`config.mk`:
```
export PLATFORM = sky130hd
export DESIGN_NAME = pid_step_scheduler_flat
export DESIGN_NICKNAME = d
export VERILOG_FILES = /design/src/rtl/pid_sched_pkg.sv /design/src/rtl/pid_step_scheduler_if.sv /design/src/rtl/pid_tag_pipe.sv /design/src/rtl/pid_step_scheduler.sv /design/src/flat_wrapper.sv
export SDC_FILE = /design/constraint.sdc
export NUM_CORES = 1
export LEC_CHECK = 0
export BUFFER_PORTS_ARGS = -buffer_cell sky130_fd_sc_hd__buf_4
export CAP_MARGIN = 20
export CORE_AREA = 2 2 110 112
export CTS_CLUSTER_DIAMETER = 50
export DETAILED_ROUTE_END_ITERATION = 10
export DIE_AREA = 0 0 112 114
export SLEW_MARGIN = 20
export SYNTH_ARGS = -nofsm -noshare
export SYNTH_HDL_FRONTEND = slang
export SYNTH_HIERARCHICAL = 1
export SYNTH_SLANG_ARGS = --single-unit
```
`constraint.sdc`:
```
create_clock -name clk -period 2.1 [get_ports clk]
set_input_delay 0.42 -clock clk [delete_from_list [all_inputs] [get_ports clk]]
set_output_delay 0.42 -clock clk [all_outputs]
set_load 0.05 [all_outputs]
```
`src/rtl/pid_sched_pkg.sv`:
```
// pid_sched_pkg
//   Shared definitions for the PID step scheduler: FSM state encoding,
//   default geometry (channel count, datapath latency, data width) and a
//   small helper that classifies states as "step in progress".
package pid_sched_pkg;

    typedef enum logic [2:0] {
        ST_IDLE,
        ST_SCAN,
        ST_DRAIN,
        ST_COMMIT,
        ST_DONE
    } sched_state_t;

    // Default latency matches the multiplier + adder pipeline of the datapath.
    localparam int DEF_N_CH = 8;
    localparam int DEF_LAT  = 19;
    localparam int DEF_W    = 64;

    // A new step_start is refused (and flagged) in these states.
    function automatic logic is_busy(input sched_state_t s);
        return (s == ST_SCAN) || (s == ST_DRAIN) || (s == ST_COMMIT);
    endfunction

endpackage

```
`src/rtl/pid_step_scheduler_if.sv`:
```
// pid_step_scheduler_if
//   Bundles every non-clock signal between the scheduler and its
//   environment (step timer, input RAM, datapath, result RAM).
//   master : scheduler side  (drives reads, operands, writes, status)
//   slave  : environment side (drives step requests, RAM data, results)
interface pid_step_scheduler_if
    import pid_sched_pkg::*;
#(
    parameter int N_CH = DEF_N_CH,
    parameter int W    = DEF_W
);
    localparam int CH_W = $clog2(N_CH);

    logic            step_start;
    logic [N_CH-1:0] en_mask;
    logic            x_rd_en;
    logic [CH_W-1:0] x_rd_addr;
    logic [W-1:0]    x_rd_data;
    logic            dp_valid;
    logic [W-1:0]    dp_x;
    logic [W-1:0]    dp_y;
    logic            dp_done;
    logic            y_wr_en;
    logic [CH_W-1:0] y_wr_addr;
    logic [W-1:0]    y_wr_data;
    logic            commit;
    logic            step_done;
    logic            busy;
    logic            overrun;
    logic            seq_err;

    modport master (
        input  step_start, en_mask, x_rd_data, dp_y, dp_done,
        output x_rd_en, x_rd_addr, dp_valid, dp_x, y_wr_en, y_wr_addr,
               y_wr_data, commit, step_done, busy, overrun, seq_err
    );

    modport slave (
        output step_start, en_mask, x_rd_data, dp_y, dp_done,
        input  x_rd_en, x_rd_addr, dp_valid, dp_x, y_wr_en, y_wr_addr,
               y_wr_data, commit, step_done, busy, overrun, seq_err
    );

endinterface

```
`src/rtl/pid_tag_pipe.sv`:
```
// pid_tag_pipe
//   LAT-deep shift register of {valid, channel} tags that mirrors the
//   datapath pipeline, so the tag leaving the head lines up with the
//   datapath result of the same operand. Requires LAT >= 2.
//   clk, rst   : clock, synchronous clear of the valid bits
//   in_vld/ch  : tag entering alongside dp_valid
//   head_vld/ch: tag aligned with dp_done/dp_y
//   body_busy  : some valid tag is still in flight behind the head
module pid_tag_pipe
    import pid_sched_pkg::*;
#(
    parameter int LAT  = DEF_LAT,
    parameter int CH_W = 3
) (
    input  logic            clk,
    input  logic            rst,
    input  logic            in_vld,
    input  logic [CH_W-1:0] in_ch,
    output logic            head_vld,
    output logic [CH_W-1:0] head_ch,
    output logic            body_busy
);

    logic [LAT-1:0]  vld_line;
    logic [CH_W-1:0] ch_line [LAT];

    always_ff @(posedge clk) begin
        if (rst) begin
            vld_line <= '0;
        end else begin
            vld_line <= {vld_line[LAT-2:0], in_vld};
        end
    end

    // Channel tags only matter under a set valid bit, so they are not cleared.
    always_ff @(posedge clk) begin
        ch_line[0] <= in_ch;
        for (int i = 1; i < LAT; i++) begin
            ch_line[i] <= ch_line[i-1];
        end
    end

    assign head_vld  = vld_line[LAT-1];
    assign head_ch   = ch_line[LAT-1];
    assign body_busy = |vld_line[LAT-2:0];

endmodule

```
`src/rtl/pid_step_scheduler.sv`:
```
// pid_step_scheduler
//   Time-multiplexes one fixed-latency datapath across N_CH channels per
//   simulation step: scans the input RAM, issues one operand per cycle,
//   writes returning results by tag, then pulses commit and step_done.
//   clk, rst : clock, synchronous active-high reset
//   bus      : master side of pid_step_scheduler_if (step request, input
//              RAM read port, datapath operand/result, result RAM write
//              port, commit/step_done strobes, busy and sticky error flags)
module pid_step_scheduler
    import pid_sched_pkg::*;
#(
    parameter int N_CH = DEF_N_CH,
    parameter int LAT  = DEF_LAT,
    parameter int W    = DEF_W,
    parameter int CH_W = $clog2(N_CH)
) (
    input  logic                  clk,
    input  logic                  rst,
    pid_step_scheduler_if.master  bus
);

    sched_state_t    state, state_nx;
    logic [CH_W-1:0] cnt;
    logic [N_CH-1:0] mask_r;
    logic            rd_en;
    logic            commit_o;
    logic            done_o;
    logic            accept;

    logic            vld_p0;
    logic [CH_W-1:0] ch_p0;

    logic            head_vld;
    logic [CH_W-1:0] head_ch;
    logic            body_busy;
    logic            seq_mismatch;
    logic            overrun_r;
    logic            seq_err_r;
    logic [W-1:0]    y_data;

    // A step is accepted when idle or in the step_done cycle (back-to-back).
    assign accept = bus.step_start && ((state == ST_IDLE) || (state == ST_DONE));

    always_ff @(posedge clk) begin
        if (rst) begin
            state <= ST_IDLE;
        end else begin
            state <= state_nx;
        end
    end

    always_comb begin
        state_nx = state;
        rd_en    = 1'b0;
        commit_o = 1'b0;
        done_o   = 1'b0;
        case (state)
            ST_IDLE: begin
                if (bus.step_start) state_nx = ST_SCAN;
            end
            ST_SCAN: begin
                rd_en = mask_r[cnt];
                if (cnt == CH_W'(N_CH - 1)) state_nx = ST_DRAIN;
            end
            ST_DRAIN: begin
                // The head tag may still be writing this cycle; commit follows it.
                if (!vld_p0 && !body_busy) state_nx = ST_COMMIT;
            end
            ST_COMMIT: begin
                commit_o = 1'b1;
                state_nx = ST_DONE;
            end
            ST_DONE: begin
                done_o   = 1'b1;
                state_nx = bus.step_start ? ST_SCAN : ST_IDLE;
            end
            default: state_nx = ST_IDLE;
        endcase
    end

    always_ff @(posedge clk) begin
        if (rst) begin
            cnt       <= '0;
            mask_r    <= '0;
            vld_p0    <= 1'b0;
            overrun_r <= 1'b0;
            seq_err_r <= 1'b0;
        end else begin
            if (accept) begin
                mask_r <= bus.en_mask;
                cnt    <= '0;
            end else if (state == ST_SCAN) begin
                cnt <= cnt + CH_W'(1);
            end
            vld_p0 <= rd_en;
            if (bus.step_start && is_busy(state)) overrun_r <= 1'b1;
            if (seq_mismatch) seq_err_r <= 1'b1;
        end
    end

    // ---- stage p0: operand issue, one cycle after the RAM read ----
    always_ff @(posedge clk) begin
        ch_p0 <= cnt;
    end

    pid_tag_pipe #(
        .LAT  (LAT),
        .CH_W (CH_W)
    ) u_tag_pipe (
        .clk       (clk),
        .rst       (rst),
        .in_vld    (vld_p0),
        .in_ch     (ch_p0),
        .head_vld  (head_vld),
        .head_ch   (head_ch),
        .body_busy (body_busy)
    );

    // ---- tag head: result write-back, aligned with dp_done ----
    assign seq_mismatch = bus.dp_done != head_vld;
    assign y_data       = head_vld ? bus.dp_y : '0;

    assign bus.x_rd_en   = rd_en;
    assign bus.x_rd_addr = (state == ST_SCAN) ? cnt : '0;
    assign bus.dp_valid  = vld_p0;
    assign bus.dp_x      = vld_p0 ? bus.x_rd_data : '0;
    assign bus.y_wr_en   = head_vld;
    assign bus.y_wr_addr = head_vld ? head_ch : '0;
    assign bus.y_wr_data = y_data;
    assign bus.commit    = commit_o;
    assign bus.step_done = done_o;
    assign bus.busy      = is_busy(state);
    assign bus.overrun   = overrun_r;
    // The offending cycle itself already shows the error.
    assign bus.seq_err   = seq_err_r | seq_mismatch;

endmodule

```
`src/flat_wrapper.sv`:
```
// flat-port wrapper written by rule: the top's interface ports become plain ports
module pid_step_scheduler_flat import pid_sched_pkg::*;
#(
    parameter int N_CH = DEF_N_CH,
    parameter int LAT  = DEF_LAT,
    parameter int W    = DEF_W,
    parameter int CH_W = $clog2(N_CH)
)
  (clk, rst, bus_step_start, bus_en_mask, bus_x_rd_data, bus_dp_y, bus_dp_done, bus_x_rd_en, bus_x_rd_addr, bus_dp_valid, bus_dp_x, bus_y_wr_en, bus_y_wr_addr, bus_y_wr_data, bus_commit, bus_step_done, bus_busy, bus_overrun, bus_seq_err);
  pid_step_scheduler_if #(.N_CH(N_CH), .W(W)) bus_i ();
  input  logic clk;
  input  logic rst;
  input wire logic [$bits(bus_i.step_start)-1:0] bus_step_start;
  input wire logic [$bits(bus_i.en_mask)-1:0] bus_en_mask;
  input wire logic [$bits(bus_i.x_rd_data)-1:0] bus_x_rd_data;
  input wire logic [$bits(bus_i.dp_y)-1:0] bus_dp_y;
  input wire logic [$bits(bus_i.dp_done)-1:0] bus_dp_done;
  output wire logic [$bits(bus_i.x_rd_en)-1:0] bus_x_rd_en;
  output wire logic [$bits(bus_i.x_rd_addr)-1:0] bus_x_rd_addr;
  output wire logic [$bits(bus_i.dp_valid)-1:0] bus_dp_valid;
  output wire logic [$bits(bus_i.dp_x)-1:0] bus_dp_x;
  output wire logic [$bits(bus_i.y_wr_en)-1:0] bus_y_wr_en;
  output wire logic [$bits(bus_i.y_wr_addr)-1:0] bus_y_wr_addr;
  output wire logic [$bits(bus_i.y_wr_data)-1:0] bus_y_wr_data;
  output wire logic [$bits(bus_i.commit)-1:0] bus_commit;
  output wire logic [$bits(bus_i.step_done)-1:0] bus_step_done;
  output wire logic [$bits(bus_i.busy)-1:0] bus_busy;
  output wire logic [$bits(bus_i.overrun)-1:0] bus_overrun;
  output wire logic [$bits(bus_i.seq_err)-1:0] bus_seq_err;
  assign bus_i.step_start = bus_step_start;
  assign bus_i.en_mask = bus_en_mask;
  assign bus_i.x_rd_data = bus_x_rd_data;
  assign bus_i.dp_y = bus_dp_y;
  assign bus_i.dp_done = bus_dp_done;
  assign bus_x_rd_en = bus_i.x_rd_en;
  assign bus_x_rd_addr = bus_i.x_rd_addr;
  assign bus_dp_valid = bus_i.dp_valid;
  assign bus_dp_x = bus_i.dp_x;
  assign bus_y_wr_en = bus_i.y_wr_en;
  assign bus_y_wr_addr = bus_i.y_wr_addr;
  assign bus_y_wr_data = bus_i.y_wr_data;
  assign bus_commit = bus_i.commit;
  assign bus_step_done = bus_i.step_done;
  assign bus_busy = bus_i.busy;
  assign bus_overrun = bus_i.overrun;
  assign bus_seq_err = bus_i.seq_err;
  pid_step_scheduler #(.N_CH(N_CH), .LAT(LAT), .W(W), .CH_W(CH_W)) u_core (.clk(clk), .rst(rst), .bus(bus_i));
endmodule
```
==> results.md <==
* Gate Count Post-Synth at 332
* Post-Synth Adder-Cell Area at 0.00718
* Smallest hold slack at approximately 0.32 ns
* Slew headroom at 0.590
* Mux cell area share after synthesis at 0.0445
* Startpoint types: register
* Post-Layout Cell Count at about 770
* First-pass GRT wire length at 18.2 mm
* Crit Path Max Fanout at 8
* Pre-CTS setup slack at about 0.19 ns
* Worst Setup End Kind: output pin
* Worst-path clk slew at ~0.060 ns
* Placed insts at approximately 750
* Power per cell area at approximately 660 mW/mm2
* Htree depth at 3
* Leakage at between 3 and 4 nW
* Initial Util at 0.297
* CTS buffer count at 9
* Vias per std cell at ~4.3
* Root buffer cell: clkbuf_16
* Later-pin clock latency in the skew report at 0.33 ns
* MaxCap Viol Count at 0
* Core Area at between 0.01 and 0.015 mm2
* Initial antenna violation count at 1
* Clk sink count at 96
* Unrepaired setup endpoints after global routing: no
* Syn_area_per_cell at between 10 and 15 um2
* Clock share of power at 0.423
* Period utilisation layout at 0.967
* Initial DRC count at approximately 120
* ANT nets after route at 0
* Compound-Gate Fraction of Synth Area at 0.0183
* Net switching share of the total power at 0.213
* Die ar. at around 0.013 mm2
* Nets at about 760
* Vias in the first global route at 3148
* Sequential power share at 0.473
* Hold path start: u_core/u_tag_pipe/ch_line[13][1]$_DFF_P_
* CP arrival at ~1.6 ns
* Overall Global Routing Usage at 0.193
* Setup Viol. Count Final at 0
* FF-to-FF Start: u_core/u_tag_pipe/vld_line[7]$_SDFF_PP0_
* Hpwl dp at approximately 11 mm
* Crit Path Class: register to output pin
* F_max at slightly below 500 MHz
* IO buf count at between 200 and 300
* Register area at slightly below 0.002 mm2
* Routed WL at 13.3 mm
* Status: finished, final reports clean
* Combinational power share at 0.104
* Hold WC Path Type: register to register
* DRC viols at 0
* Site row count at 40
* Die Y at 114 um
* Largest net degree at the start of global routing at 68
* Num ports at 282
* Layout cells sized above 1 at 0.531
* Syn Nets at around 470
* Minimum clock period at 2.03 ns
* Worst vdd ir at around 0.00035 V
* Post-synthesis xor/xnor area fraction at 0.00503
* Post-Synth Simple-Gate Area at 0.341
* Post-synthesis cell type count at 32
* Global placement routability congestion at between 0.8 and 0.9
* #FFs+latches synth at 96
* Combinational family with the most area after synthesis: simple AND/OR/NAND/NOR gates
* Multi-input logic area at 0.00148 mm2
* Slew at the pin closest to its max-slew limit at between 0.6 and 0.7 ns
* Max clock buf depth at 2
* Sequential-to-total area share from yosys stat at 0.552
* Vias after detailed routing at roughly 3300
* CTS tree: built
* Avg WL per Cell at 17.3 um
* Final core utilization at 0.522
* NetSw at around 860 uW
* Final Skew at just over 0.005 ns
* Fin Setup TNS at 0 ns
* Critical Path RT at 1.68 ns
* Final hold vios at 0
* Detailed Routing Iterations Pass 1 at 4
* PnR worst setup slack at approximately 0.07 ns
* Ys Warns at 6
* Synth Cell Area at 0.00348 mm2
* GRT overflow at 0
* CP Launch Point: u_core/cnt[0]$_SDFFE_PP0N_
* Filler cell count at ~1100
* Die X-Extent at 112 um
* Int Power at 3.15 mW
* Slew Limit Fails at 0
* Area growth from synthesis to layout at 75.6%
==> worst paths after layout <==
kind                                              end  slack (ns)  cells after the start
min reg2reg  u_core/u_tag_pipe/ch_line[14][1]$_DFF_P_        0.32                      0
max                                       bus_x_rd_en        0.07                      5
max reg2reg              u_core/state[0]$_SDFFE_PP0P_        0.26                      5
min          u_core/u_tag_pipe/ch_line[14][1]$_DFF_P_        0.32                      0
==> synth_stat cells <==
| library cell | instances | area, um2 |
|---|---|---|
| or4_1 | 2 | 15.0 |
| buf_6 | 4 | 45.0 |
| o31ai_1 | 1 | 7.51 |
| nor3_1 | 2 | 10.0 |
| nand2b_1 | 1 | 6.26 |
| mux2i_1 | 11 | 110 |
| mux2_1 | 2 | 22.5 |
| a211oi_2 | 1 | 12.5 |
| and2_2 | 3 | 22.5 |
| dfxtp_1 | 96 | 1920 |
| nor3_2 | 3 | 30.0 |
| nor4_2 | 1 | 12.5 |
| nand3_1 | 1 | 5.00 |
| nor4_1 | 4 | 25.0 |
| nor3b_1 | 2 | 15.0 |
| nor2b_1 | 18 | 113 |
| and3_2 | 1 | 7.51 |
| o21ba_2 | 1 | 10.0 |
| mux2_2 | 2 | 22.5 |
| o21ai_0 | 3 | 15.0 |
| o311ai_1 | 1 | 8.76 |
| inv_1 | 2 | 7.51 |
| clkbuf_1 | 16 | 60.1 |
| and2_1 | 133 | 832 |
| ha_1 | 2 | 25.0 |
| nor2_1 | 10 | 37.5 |
| nor3b_4 | 2 | 37.5 |
| xnor2_1 | 2 | 17.5 |
| nand2_1 | 1 | 3.75 |
| and3_1 | 1 | 6.26 |
| a21oi_1 | 2 | 10.0 |
| nor2b_2 | 1 | 8.76 |
==> layout make-up <==
cell class | instances | area share
multi-input combinational | 214 | 0.242
antenna | 1 | 0.000409
timing repair buffer | 290 | 0.359
sequential | 96 | 0.316
inverter | 2 | 0.00123
clock inverter | 7 | 0.0155
tap | 147 | 0.0301
clock buffer | 9 | 0.0368
==> per-layer routing <==
metal | vias to the layer above | part of all wire | global-route usage | wire (um)
met1 | 1475 | 0.31 | 0.169 | 4120
met4 | 0 | 0.015 | 0.0455 | 201
met5 | - | 0 | 0 | 0
met2 | 182 | 0.55 | 0.381 | 7280
li1 | 1610 | - | - | -
met3 | 8 | 0.13 | 0.104 | 1690
==> stage by stage <==
stage	cell area (um2)	total power [mW]
2_1_floorplan	3500	2.10
3_3_place_gp	5760	2.35
3_5_place_dp	5760	2.36
4_1_cts	6100	4.06
5_1_grt	6120	4.16
6_report	6120	4.01
==> power by group through the flow <==
stage	combinational, mW	clock, mW	sequential [mW]
2_1_floorplan	0.164	0	1.94
3_3_place_gp	0.411	0	1.94
3_5_place_dp	0.414	0	1.94
4_1_cts	0.417	1.75	1.90
5_1_grt	0.438	1.82	1.90
6_report	0.416	1.70	1.90
==> registers in the layout (all words and copies together), names as in the netlist <==
name                        flops
u_core/bus.dp_valid             1
u_core/bus.overrun              1
u_core/ch_p0                    3
u_core/cnt                      3
u_core/mask_r                   8
u_core/seq_err_r                1
u_core/state                    3
u_core/u_tag_pipe/ch_line      57
u_core/u_tag_pipe/vld_line     19
==> kinds of logic (layout without fill, tap and decap cells) <==
| logic type | count (synthesis) | count (layout) |
|---|---|---|
| XOR/XNOR | 2 | 2 |
| multiplexers | 15 | 15 |
| AND/OR/NAND/NOR | 186 | 186 |
| adder cells (fa/ha/maj) | 2 | 2 |
| buffers and inverters | 22 | 308 |
| AO/OA/AOI/OAI | 9 | 9 |
| other | 0 | 1 |
| flip-flops | 96 | 96 |
==> cell usage in the layout (no fill, tap or decap), drive strengths merged <==
cell type / instances
o21ba: 1
o311ai: 1
ha: 2
nor2: 10
nand2: 1
dfxtp: 96
o31ai: 1
and3: 2
or4: 2
nor3b: 4
clkinv: 3
inv: 3
mux2i: 11
o21ai: 3
mux2: 4
a21oi: 2
nor2b: 19
bufinv: 2
nor3: 5
nand2b: 1
nor4: 5
diode: 1
buf: 290
clkbuf: 9
and2: 136
nand3: 1
a211oi: 1
xnor2: 2
clkinvlp: 1
==> critical path, cell delays in order (launching register included) <==
cell     delay, ns
dfxtp_4       0.40
mux2_1        0.35
nor3b_2       0.18
buf_4         0.15
nor4_4        0.04
buf_6         0.15
==> timing repair <==
action,4_1_cts,5_1_grt
gates resized for setup,4,4
setup endpoints to repair,1,19
hold buffers,0,0
buffers inserted,1,0
Note: power is estimated with default switching activity, not from simulation.
